--- config.mk ---
export PLATFORM = sky130hd
export DESIGN_NAME = if_stage_pipe
export DESIGN_NICKNAME = d
export VERILOG_FILES = /design/src/rtl/if_stage_pipe.sv
export SDC_FILE = /design/constraint.sdc
export NUM_CORES = 1
export LEC_CHECK = 0
export ABC_AREA = 1
export ABC_CLOCK_PERIOD_IN_PS = 6990
export CAP_MARGIN = 25
export CORE_ASPECT_RATIO = 1.4
export CORE_MARGIN = 8
export CORE_UTILIZATION = 40
export CTS_CLUSTER_DIAMETER = 200
export DETAILED_ROUTE_END_ITERATION = 10
export SLEW_MARGIN = 20
export SYNTH_ARGS = -nofsm -noshare
export SYNTH_HDL_FRONTEND = slang
export SYNTH_SLANG_ARGS = --single-unit
--- constraint.sdc ---
create_clock -name clk -period 6.99 [get_ports clk]
set_input_delay 0.699 -clock clk [delete_from_list [all_inputs] [get_ports clk]]
set_output_delay 0.699 -clock clk [all_outputs]
set_load 0.03 [all_outputs]
--- src/rtl/if_stage_pipe.sv ---
// if_stage_pipe: pipelined instruction fetch with a variable-latency valid/ready imem port and a fetch queue
module if_stage_pipe #(
  parameter int XLEN = 32,
  parameter logic [XLEN-1:0] RESET_PC = '0,
  parameter int FQ_DEPTH = 4,
  parameter int MAX_OUT = 2
) (
  input  logic            clk,
  input  logic            rst,
  input  logic            redirect_valid,
  input  logic [XLEN-1:0] redirect_pc,
  output logic            imem_req_valid,
  input  logic            imem_req_ready,
  output logic [XLEN-1:0] imem_req_addr,
  input  logic            imem_rsp_valid,
  input  logic [31:0]     imem_rsp_data,
  output logic            id_valid,
  input  logic            id_ready,
  output logic [XLEN-1:0] id_pc,
  output logic [XLEN-1:0] id_pc_add4,
  output logic [31:0]     id_instr
);
  localparam int OW = $clog2(MAX_OUT + 1);
  localparam int QW = $clog2(FQ_DEPTH + 1);
  logic [XLEN-1:0] fetch_pc;
  logic [OW-1:0] out_cnt, drop_cnt, live;
  logic [QW-1:0] fq_cnt;
  logic [XLEN-1:0] pend [MAX_OUT];
  logic [XLEN-1:0] pend_n [MAX_OUT];
  logic [XLEN-1:0] fq_pc [FQ_DEPTH];
  logic [XLEN-1:0] fq_pc_n [FQ_DEPTH];
  logic [31:0] fq_ins [FQ_DEPTH];
  logic [31:0] fq_ins_n [FQ_DEPTH];
  logic fire, rsp, drop, keep, pop;
  // live requests are the outstanding ones not already marked for squashing
  assign live = out_cnt - drop_cnt;
  assign imem_req_valid = !rst && !redirect_valid && out_cnt < OW'(MAX_OUT) &&
                          32'(live) + 32'(fq_cnt) < FQ_DEPTH;
  assign imem_req_addr = fetch_pc;
  assign fire = imem_req_valid && imem_req_ready;
  assign rsp = imem_rsp_valid && out_cnt != '0;
  assign drop = rsp && drop_cnt != '0;
  assign keep = rsp && drop_cnt == '0;
  assign id_valid = !rst && fq_cnt != '0;
  assign pop = id_valid && id_ready;
  assign id_pc = id_valid ? fq_pc[0] : '0;
  assign id_pc_add4 = id_valid ? fq_pc[0] + XLEN'(4) : '0;
  assign id_instr = id_valid ? fq_ins[0] : '0;
  // both queues are shift registers with the head at index 0
  always_comb begin
    pend_n = pend;
    fq_pc_n = fq_pc;
    fq_ins_n = fq_ins;
    for (int i = 0; i < MAX_OUT - 1; i++) pend_n[i] = keep ? pend[i + 1] : pend_n[i];
    for (int i = 0; i < MAX_OUT; i++)
      pend_n[i] = (fire && i == 32'(live) - 32'(keep)) ? fetch_pc : pend_n[i];
    for (int i = 0; i < FQ_DEPTH - 1; i++) begin
      fq_pc_n[i] = pop ? fq_pc[i + 1] : fq_pc_n[i];
      fq_ins_n[i] = pop ? fq_ins[i + 1] : fq_ins_n[i];
    end
    for (int i = 0; i < FQ_DEPTH; i++) begin
      fq_pc_n[i] = (keep && i == 32'(fq_cnt) - 32'(pop)) ? pend[0] : fq_pc_n[i];
      fq_ins_n[i] = (keep && i == 32'(fq_cnt) - 32'(pop)) ? imem_rsp_data : fq_ins_n[i];
    end
  end
  always_ff @(posedge clk) begin
    pend <= pend_n;
    fq_pc <= fq_pc_n;
    fq_ins <= fq_ins_n;
  end
  // a redirect turns every still-outstanding request into one owed a discarded response
  always_ff @(posedge clk) begin
    if (rst) begin
      fetch_pc <= RESET_PC;
      out_cnt <= '0;
      drop_cnt <= '0;
      fq_cnt <= '0;
    end else if (redirect_valid) begin
      fetch_pc <= redirect_pc & ~XLEN'(3);
      out_cnt <= out_cnt - OW'(rsp);
      drop_cnt <= out_cnt - OW'(rsp);
      fq_cnt <= '0;
    end else begin
      fetch_pc <= fire ? fetch_pc + XLEN'(4) : fetch_pc;
      out_cnt <= out_cnt + OW'(fire) - OW'(rsp);
      drop_cnt <= drop_cnt - OW'(drop);
      fq_cnt <= fq_cnt + QW'(keep) - QW'(pop);
    end
  end
endmodule

-- After elaboration in Yosys (flattened, before gate mapping)
Cells that the tools add are included.
- $add $sub $neg: 12
- magnitude comparators: 2
- equality and inequality tests: 4
- multiplexer cells: 21
- reductions and logical operators: 29
- operators by type and width (kind ; number):
    $mux W32 ; 19
    $add A32 B3 Y32 const B ; 2
    $eq A1 B32 Y1 const A ; 2
    $eq A2 B32 Y1 const A ; 2
    $logic_not A32 Y1 ; 2
    $logic_and A1 B1 Y1 ; 15
    $reduce_bool A2 Y1 ; 7
    $sub A2 B1 Y2 ; 3
    $add A2 B3 Y4 ; 1
    $lt A4 B3 Y1 const B ; 1
    $mux W2 ; 2
    $sub A3 B1 Y4 ; 1
    $add A3 B1 Y3 ; 1
    $reduce_bool A3 Y1 ; 1
    $sub A2 B1 Y3 ; 1
    $sub A3 B1 Y3 ; 1
    $add A2 B1 Y2 ; 1
    $logic_not A1 Y1 ; 2
    $logic_not A2 Y1 ; 1
    $lt A2 B2 Y1 const B ; 1
    $reduce_or A2 Y1 ; 1
    $sub A2 B2 Y2 ; 1
- flip-flop bits (word level): 359
- output and inout bits: 130
- logic and storage cells: 83

-- Depth between registers and ports, before layout
Gate-level depths: netlist (run 1).
- depth after elaboration: 8
- depth in mapped cells: 17

-- Least setup slack after synthesis (run 1)
Ideal clock, no wire load.
- kind: input to register
- from: input rst
- to: register fq_ins[0] in the netlist's numbering (enable)
- arrival: 5269 ps
- data required time: 6508 ps
- path slack: 1239 ps
- stages on the path: 12
- path buffers: 2
- cells stage by stage: buf_2 -> inv_1 -> o31ai_2 -> inv_1 -> clkbuf_1 -> nand2_1 -> inv_1 -> ha_1 -> ha_1 -> xnor2_2 -> nand3_1 -> nor2_1
- longest elaborated chain between the ends: 6
- RTL lines (element ; RTL line ; RTL):
    start: declaration ; 9 ; input logic rst,
    $logic_not A1 Y1 ; 44 ; assign id_valid = !rst && fq_cnt != '0;
    $logic_and A1 B1 Y1 ; 44 ;
    via id_valid ; 17 ; output logic id_valid,
    $logic_and A1 B1 Y1 ; 45 ; assign pop = id_valid && id_ready;
    $sub A3 B1 Y4 ; 63 ; fq_ins_n[i] = (keep && i == 32'(fq_cnt) - 32'(pop)) ? imem_rsp_data : fq_ins_n[i];
    $eq A2 B32 Y1 ; 63 ;
    $logic_and A1 B1 Y1 ; 63 ;
    end signal: assignment ; 69 ; fq_ins <= fq_ins_n;
    end: declaration ; 32 ; logic [31:0] fq_ins [FQ_DEPTH];
The timed path passes the listed nets, and every way through them passes these cells.
A chain may end at the register's enable or synchronous reset.

-- Worst setup path in the final report (run 1)
- from: input rst
- to: register fq_ins[39] in the netlist's numbering (enable)
- longest elaborated chain between the ends: 7
- RTL lines (element ; RTL line):
    $logic_not A1 Y1 * ; 44
    $logic_and A1 B1 Y1 * ; 44
    $logic_and A1 B1 Y1 * ; 45
    $sub A3 B1 Y4 ; 63
    $eq A2 B32 Y1 ; 63
    $logic_and A1 B1 Y1 ; 63
    $reduce_bool A2 Y1 (no line) * ; --
Mark *: on every way between the ends. The rest lies on a longest branch, timed or not.

==> metrics.md, run 1 <==
| Metric | Value |
|---|---|
| Fin Setup TNS | 0 ns |
| Register area | 9990 um^2 |
| Mapped cell area | 15900 um^2 |
| PnR worst setup slack | 2.25 ns |
| Core Area | 39300 um^2 |
| Top cell type's share of synthesized area | 58.2% |
| Place WS | 1.66 ns |
| DR pass1 iterations | 5 |
| CTS tree | done |
| Final worst clock skew | 0.0189 ns |
| H-tree depth | 2 |
| Highest clock rate | 211 MHz |
| Worst skew pair latency | 0.52 ns |
| Critical Path Source Type | input pin |
| Row count | 86 |
| Worst vdd ir | 0.159 mV |
| Pwr Density | 265 nW/um^2 |
| Routed len/inst | 15.1 um |
| # setup viols final | 0 |
| Diode count | 0 |
| Area added between synthesis and finish | 22.1% |
| Worst path required time | 7.18 ns |
| Post-route DRC | 0 |
| GRT Overall Usage | 15.4% |
| Die width | 185 um |
| Number of DRC markers in iteration 0 | 624 |
| Fin crit period | 4.74 ns |
| Number of fill cells | 3618 |
| CTS resizes | 0 |
| Crit path cell chain | clkdlybuf4s50_1 > buf_4 > inv_1 > o31ai_4 > inv_1 > nand2_1 > inv_1 > ha_1 > ha_1 > xnor2_2 > nand4_4 > nand2_2 > buf_12 |
| Top Ports | 200 |
| Post-synth EDFFs | 308 |
| Top-count cell post-synth | nand2_1 |
| Yosys Warn Count | 0 |
| Hold crit path type | reg -> reg |
| Die H | 252 um |
| NumNets Final | 1935 |
| Hold buffers post-CTS | 0 |
| Starting Density | 40.5% |
| Rel. slew slack | 38.9% |
| CP dominant cell by count | inv_1 |
| Total Wirelength | 36.2 mm |
| Main synth FF type | edfxtp_1 |
| Status | completed |
| Root Buffer Master | clkbuf_16 |
| Multi-input gate area | 4770 um^2 |
| Dpl hpwl | 25.7 mm |
| Max-slew violations | 0 |
| Fin crit share | 67.8% |
| Cell leakage power | 7.67 nW |
| Total vias in the final route | 11400 |
| CP max stage cell | nand2_2 |
| Crit path DAT | 4.93 ns |
| Antenna violations before repair | 0 |
| Synth area leader | edfxtp_1 |
| Clk buf depth | 3 |
| Port Buffer Count | 191 |
| Seq cells post-synth | 345 |
| Cells after Synth | 1673 |
| Commonest cells in the netlist | nand2_1 (450), edfxtp_1 (308), inv_1 (214) |
| Max incr delay on CP | 0.81 ns |
| Max-Cap Viols | 0 |
| Vias per inst | 4.74 |
| CTS buffer count | 35 |
| WS Path Type | in -> reg |
| Die area | 46500 um^2 |
| Seq/Total Area, Yosys | 62.8% |
| Post-synth ARST share | 0% |
| Setup bufs post-CTS | 0 |
| Syn Area/Cell | 9.51 um^2 |
| Synth top area cells | edfxtp_1 (58%), nand2_1 (11%), o21ai_1 (6.1%) |
| Share of cells above drive strength 1 | 4.38% |
| Crit path max fanout | 33 |
| Worst setup EP type | flip-flop |
| CTS Sinks | 345 |
| Register clock-pin slew on the reported worst setup and hold paths | 0.06 ns |
| Post-route ant nets | 0 |
| GRT overflow | 0 |
| First-pass GRT wire length | 58.1 mm |
| Synth cell types | 38 |
| GP Congestion | 0.947 |
| Vias in the first global route | 11200 |
| RSZ-0062 raised after global routing | no |
| Worst-margin pin slew | 0.917 ns |
| Largest net degree at the start of global routing | 95 |
| Final Hold Fails | 0 |
final cells by class:
class,instances,share of cell area [%]
Clock buffer,50,5.17
Clock inverter,12,0.715
Inverter,215,4.16
Multi-Input combinational cell,1046,24.6
Sequential cell,345,51.5
Tap cell,528,3.40
Timing Repair Buffer,206,10.5
through the flow:
stage                     hold WS [ns]  cell area, um^2  instances  util (%)  power, W
after CTS                        0.439            19400       2402      49.4   0.00522
after detailed placement         0.435            18300       2340      46.5   0.00335
after floorplan                  0.426            15900       1678         -   0.00308
final                            0.439            19400       2402      49.4   0.00515
after global placement           0.433            18300       2339      46.5   0.00332
after global routing             0.442            19400       2402      49.4   0.00540
worst max-delay path, delay by kind of cell:
| kind | cells | cell delay, ns |
|---|---|---|
| fa+ha+maj | 2 | 0.42 |
| xor+xnor | 1 | 0.36 |
| simple gates | 3 | 1.61 |
| buf+inv | 6 | 1.68 |
| compound gates | 1 | 0.13 |
where the power goes:
part	switching [W]	internal, W	total [W]
Sequential	0.0000963	0.00246	0.00256
Clock	0.000751	0.00111	0.00186
Combinational	0.000500	0.000228	0.000729
cell families after synthesis:
kind of cell / Yosys count / share of synthesized area, %
other: 1 / 0.0236
buffers and inverters: 287 / 7.51
AND/OR/NAND/NOR: 734 / 18.8
XOR/XNOR: 10 / 0.598
flip-flops: 345 / 62.8
adder cells (fa/ha/maj): 16 / 1.31
AO/OA/AOI/OAI: 280 / 8.92
cell usage in the layout (no fill, tap or decap), types with 4 or more instances in the layout:
master / count
edfxtp_1: 308
conb_1: 6
buf_4: 13
nand2_1: 447
clkbuf_1: 10
xor2_1: 5
o21ai_0: 41
a21oi_1: 39
nand3_1: 75
o21ai_1: 194
inv_1: 214
clkinv_2: 5
clkdlybuf4s50_1: 191
nand4_1: 7
nor2_1: 173
nor3_1: 14
xnor2_1: 4
clkbuf_16: 37
dfxtp_1: 37
ha_1: 15
worst paths after layout:
path / to / depth (start not counted) / slack [ns] / from
setup / recovery: fq_ins[39]$_DFFE_PP_ / 13 / 2.25 / rst
hold / removal: fq_pc[21]$_DFFE_PP_ / 0 / 0.44 / pend[53]$_DFFE_PP_
setup reg to reg: fq_ins[39]$_DFFE_PP_ / 10 / 2.89 / fq_cnt[0]$_SDFF_PP0_
hold reg to reg: fq_pc[21]$_DFFE_PP_ / 0 / 0.44 / pend[53]$_DFFE_PP_
sequential cells by signal, summed over array words and instances (netlist names):
name	cells
fq_cnt	3
drop_cnt	2
fq_pc	120
fq_ins	128
out_cnt	2
imem_req_addr	30
pend	60
layer usage:
layer / GRT usage, % / routed length [um] / up-vias
li1: - / - / 5875
met1: 19.6 / 15800 / 5170
met2: 25.9 / 17000 / 297
met3: 2.92 / 2360 / 54
met4: 5.34 / 966 / 0
met5: 0 / 0 / -
No activity file was read; power rests on OpenSTA's default activity.
==> run 2, diff against run 1 <==
ABC_CLOCK_PERIOD_IN_PS = 4000   (was 6990)
clock period = 4 ns   (was 6.99 ns; I/O delays follow)
==> run 2 against run 1 <==
Cell count grew 0.17%. First-iteration DRC count increased by 37%. Count of clock-buffer cells in the layout decreased by 9. Clock skew up 0.0015 ns. Critical path depth shrank 6. Sequential share of layout area shrank 0.23 points. Largest power group unchanged. Via count grew 0.47%. Non-clock buffer count is 6 higher. Global-route usage is essentially flat.
==> metrics.md, run 2 (same netlist as run 1, synthesis figures left out) <==
| Metric | Value |
|---|---|
| Status | completed |
| First-pass GRT wire length | 58.3 mm (+0.40%) |
| Clk buf depth | 3 (unchanged) |
| Max reg flops | 128 (unchanged) |
| Worst skew pair latency | 0.52 ns (about the same) |
| Largest net degree at the start of global routing | 125 (+32%) |
| Hold buffers post-CTS | 0 (unchanged) |
| Vias per inst | 4.76 (+0.30%) |
| Pwr Density | 454 nW/um^2 (+71%) |
| Most common cell after layout, fill and taps aside | nand2_1 |
| Post-route ant nets | 0 (unchanged) |
| GP Congestion | 0.875 (-7.6%) |
| Max-Cap Viols | 0 (unchanged) |
| Crit path DAT | 3.10 ns (-1.83 ns) |
| Cell leakage power | 7.70 nW (+0.45%) |
| Antenna violations before repair | 0 (unchanged) |
| CTS Sinks | 345 (unchanged) |
| Register clock-pin slew on the reported worst setup and hold paths | 0.06 ns (about the same) |
| Dpl hpwl | 25.8 mm (+0.11%) |
| Die H | 252 um (unchanged) |
| CTS resizes | 0 (unchanged) |
| Routed len/inst | 15.0 um (-0.54%) |
| Port Buffer Count | 191 (unchanged) |
| Fin crit share | 87.4% |
| Regs by FF count | fq_ins x128, fq_pc x120, pend x60 |
| Critical Path Source Type | flip-flop |
| Final worst clock skew | 0.0203 ns (+0.00147 ns) |
| Share of cells above drive strength 1 | 4.53% (+0.15 points) |
| # setup viols final | 0 (unchanged) |
| Power Total | 0.00886 W (+72%) |
| Total Wirelength | 36.0 mm (-0.37%) |
| Fin util | 49.7% (+0.22 points) |
| RSZ-0062 raised after global routing | no |
| WS Path Type | reg -> out |
| DR pass1 iterations | 6 (+1) |
| Post-Place Cells | 2346 (+0.26%) |
| Top Ports | 200 (unchanged) |
| Hold crit path type | in -> reg |
| Setup bufs post-CTS | 0 (unchanged) |
| Number of DRC markers in iteration 0 | 856 (+37%) |
| Biggest register | fq_ins |
| CTS buffer count | 34 (-2.9%) |
| Max-slew violations | 0 (unchanged) |
| Most frequent cells in the layout | nand2_1 (447), edfxtp_1 (308), inv_1 (214) |
| Worst vdd ir | 0.244 mV (+54%) |
| GRT Overall Usage | 15.4% (+0.024 points) |
| Starting Density | 40.5% (unchanged) |
| GRT overflow | 0 (unchanged) |
| Fin crit period | 3.50 ns |
| Crit path max fanout | 6 (-82%) |
| Highest clock rate | 286 MHz |
| CTS tree | done |
| Area added between synthesis and finish | 22.6% |
| Final Hold Fails | 0 (unchanged) |
| H-tree depth | 2 (unchanged) |
| Die width | 185 um (unchanged) |
| Worst-margin pin slew | 0.837 ns (-0.0795 ns) |
| Worst path required time | 3.60 ns (-3.58 ns) |
| Rel. slew slack | 44.2% (+5.3 points) |
| Worst hold slack | 0.435 ns (-0.00340 ns) |
| Vias in the first global route | 11200 (-0.68%) |
| Root Buffer Master | clkbuf_16 |
| Diode count | 0 (unchanged) |
| Non-Filler Instances | 2406 (+0.17%) |
| NumNets Final | 1940 (+0.26%) |
| Post-route DRC | 0 (unchanged) |
| Row count | 86 (unchanged) |
| Core Area | 39300 um^2 (unchanged) |
| Worst setup EP type | output pin |
| Total vias in the final route | 11400 (+0.47%) |
| Die area | 46500 um^2 (unchanged) |
[run 2: cell count changes in the layout (fill, tap and decap cells not counted), sizes merged]
cell	delta
buf	+6
bufinv	-1
clkbuf	-9
clkinv	+8
clkinvlp	+1
inv	-1
[run 2: per-stage QoR]
step                      setup TNS, ns  area, um^2  worst slack, ns
final                                 0       19500            0.505
after detailed placement              0       18400            0.504
after floorplan                  -91.33       15900           -0.529
after global routing                  0       19500            0.163
after CTS                             0       19500            0.490
after global placement                0       18400            0.597
[run 2: final timing paths]
kind	slack (ns)	end	cells past startpoint	startpoint
hold / removal	0.44	imem_req_addr[30]$_SDFFE_PP0P_	3	redirect_pc[30]
hold reg to reg	0.44	fq_pc[21]$_DFFE_PP_	0	pend[53]$_DFFE_PP_
setup / recovery	0.50	id_pc_add4[17]	7	fq_pc[100]$_DFFE_PP_
setup reg to reg	0.52	pend[42]$_DFFE_PP_	13	out_cnt[1]$_SDFF_PP0_
[run 2: worst max-delay path, stage by stage (launching register included)]
cell	delay (ns)
edfxtp_1	0.46
nand3_1	0.29
nor3_1	0.34
nand2_1	0.18
nor2_1	0.31
a21oi_1	0.11
nor2_1	0.20
clkdlybuf4s50_1	0.72
[run 2: power by group]
| group | internal [W] | switching (W) |
|---|---|---|
| logic | 0.000417 | 0.000887 |
| registers | 0.00430 | 0.000165 |
| clock network | 0.00180 | 0.00129 |
[run 2: final cells by class]
cell class	instances	area, um^2
fill	3649	19800
sequential	345	9990
multi-input combinational	1046	4780
timing repair buffer	212	2180
clock buffer	41	941
inverter	215	807
tap	528	661
clock inverter	19	143
[run 2: layer usage]
metal / part of all wire, % / global-route usage (%) / up-vias
li1: - / - / 5892
met1: 45 / 20.3 / 5176
met2: 46 / 25.4 / 332
met3: 7.1 / 2.98 / 49
met4: 2.1 / 4.74 / 0
met5: 0 / 0 / -
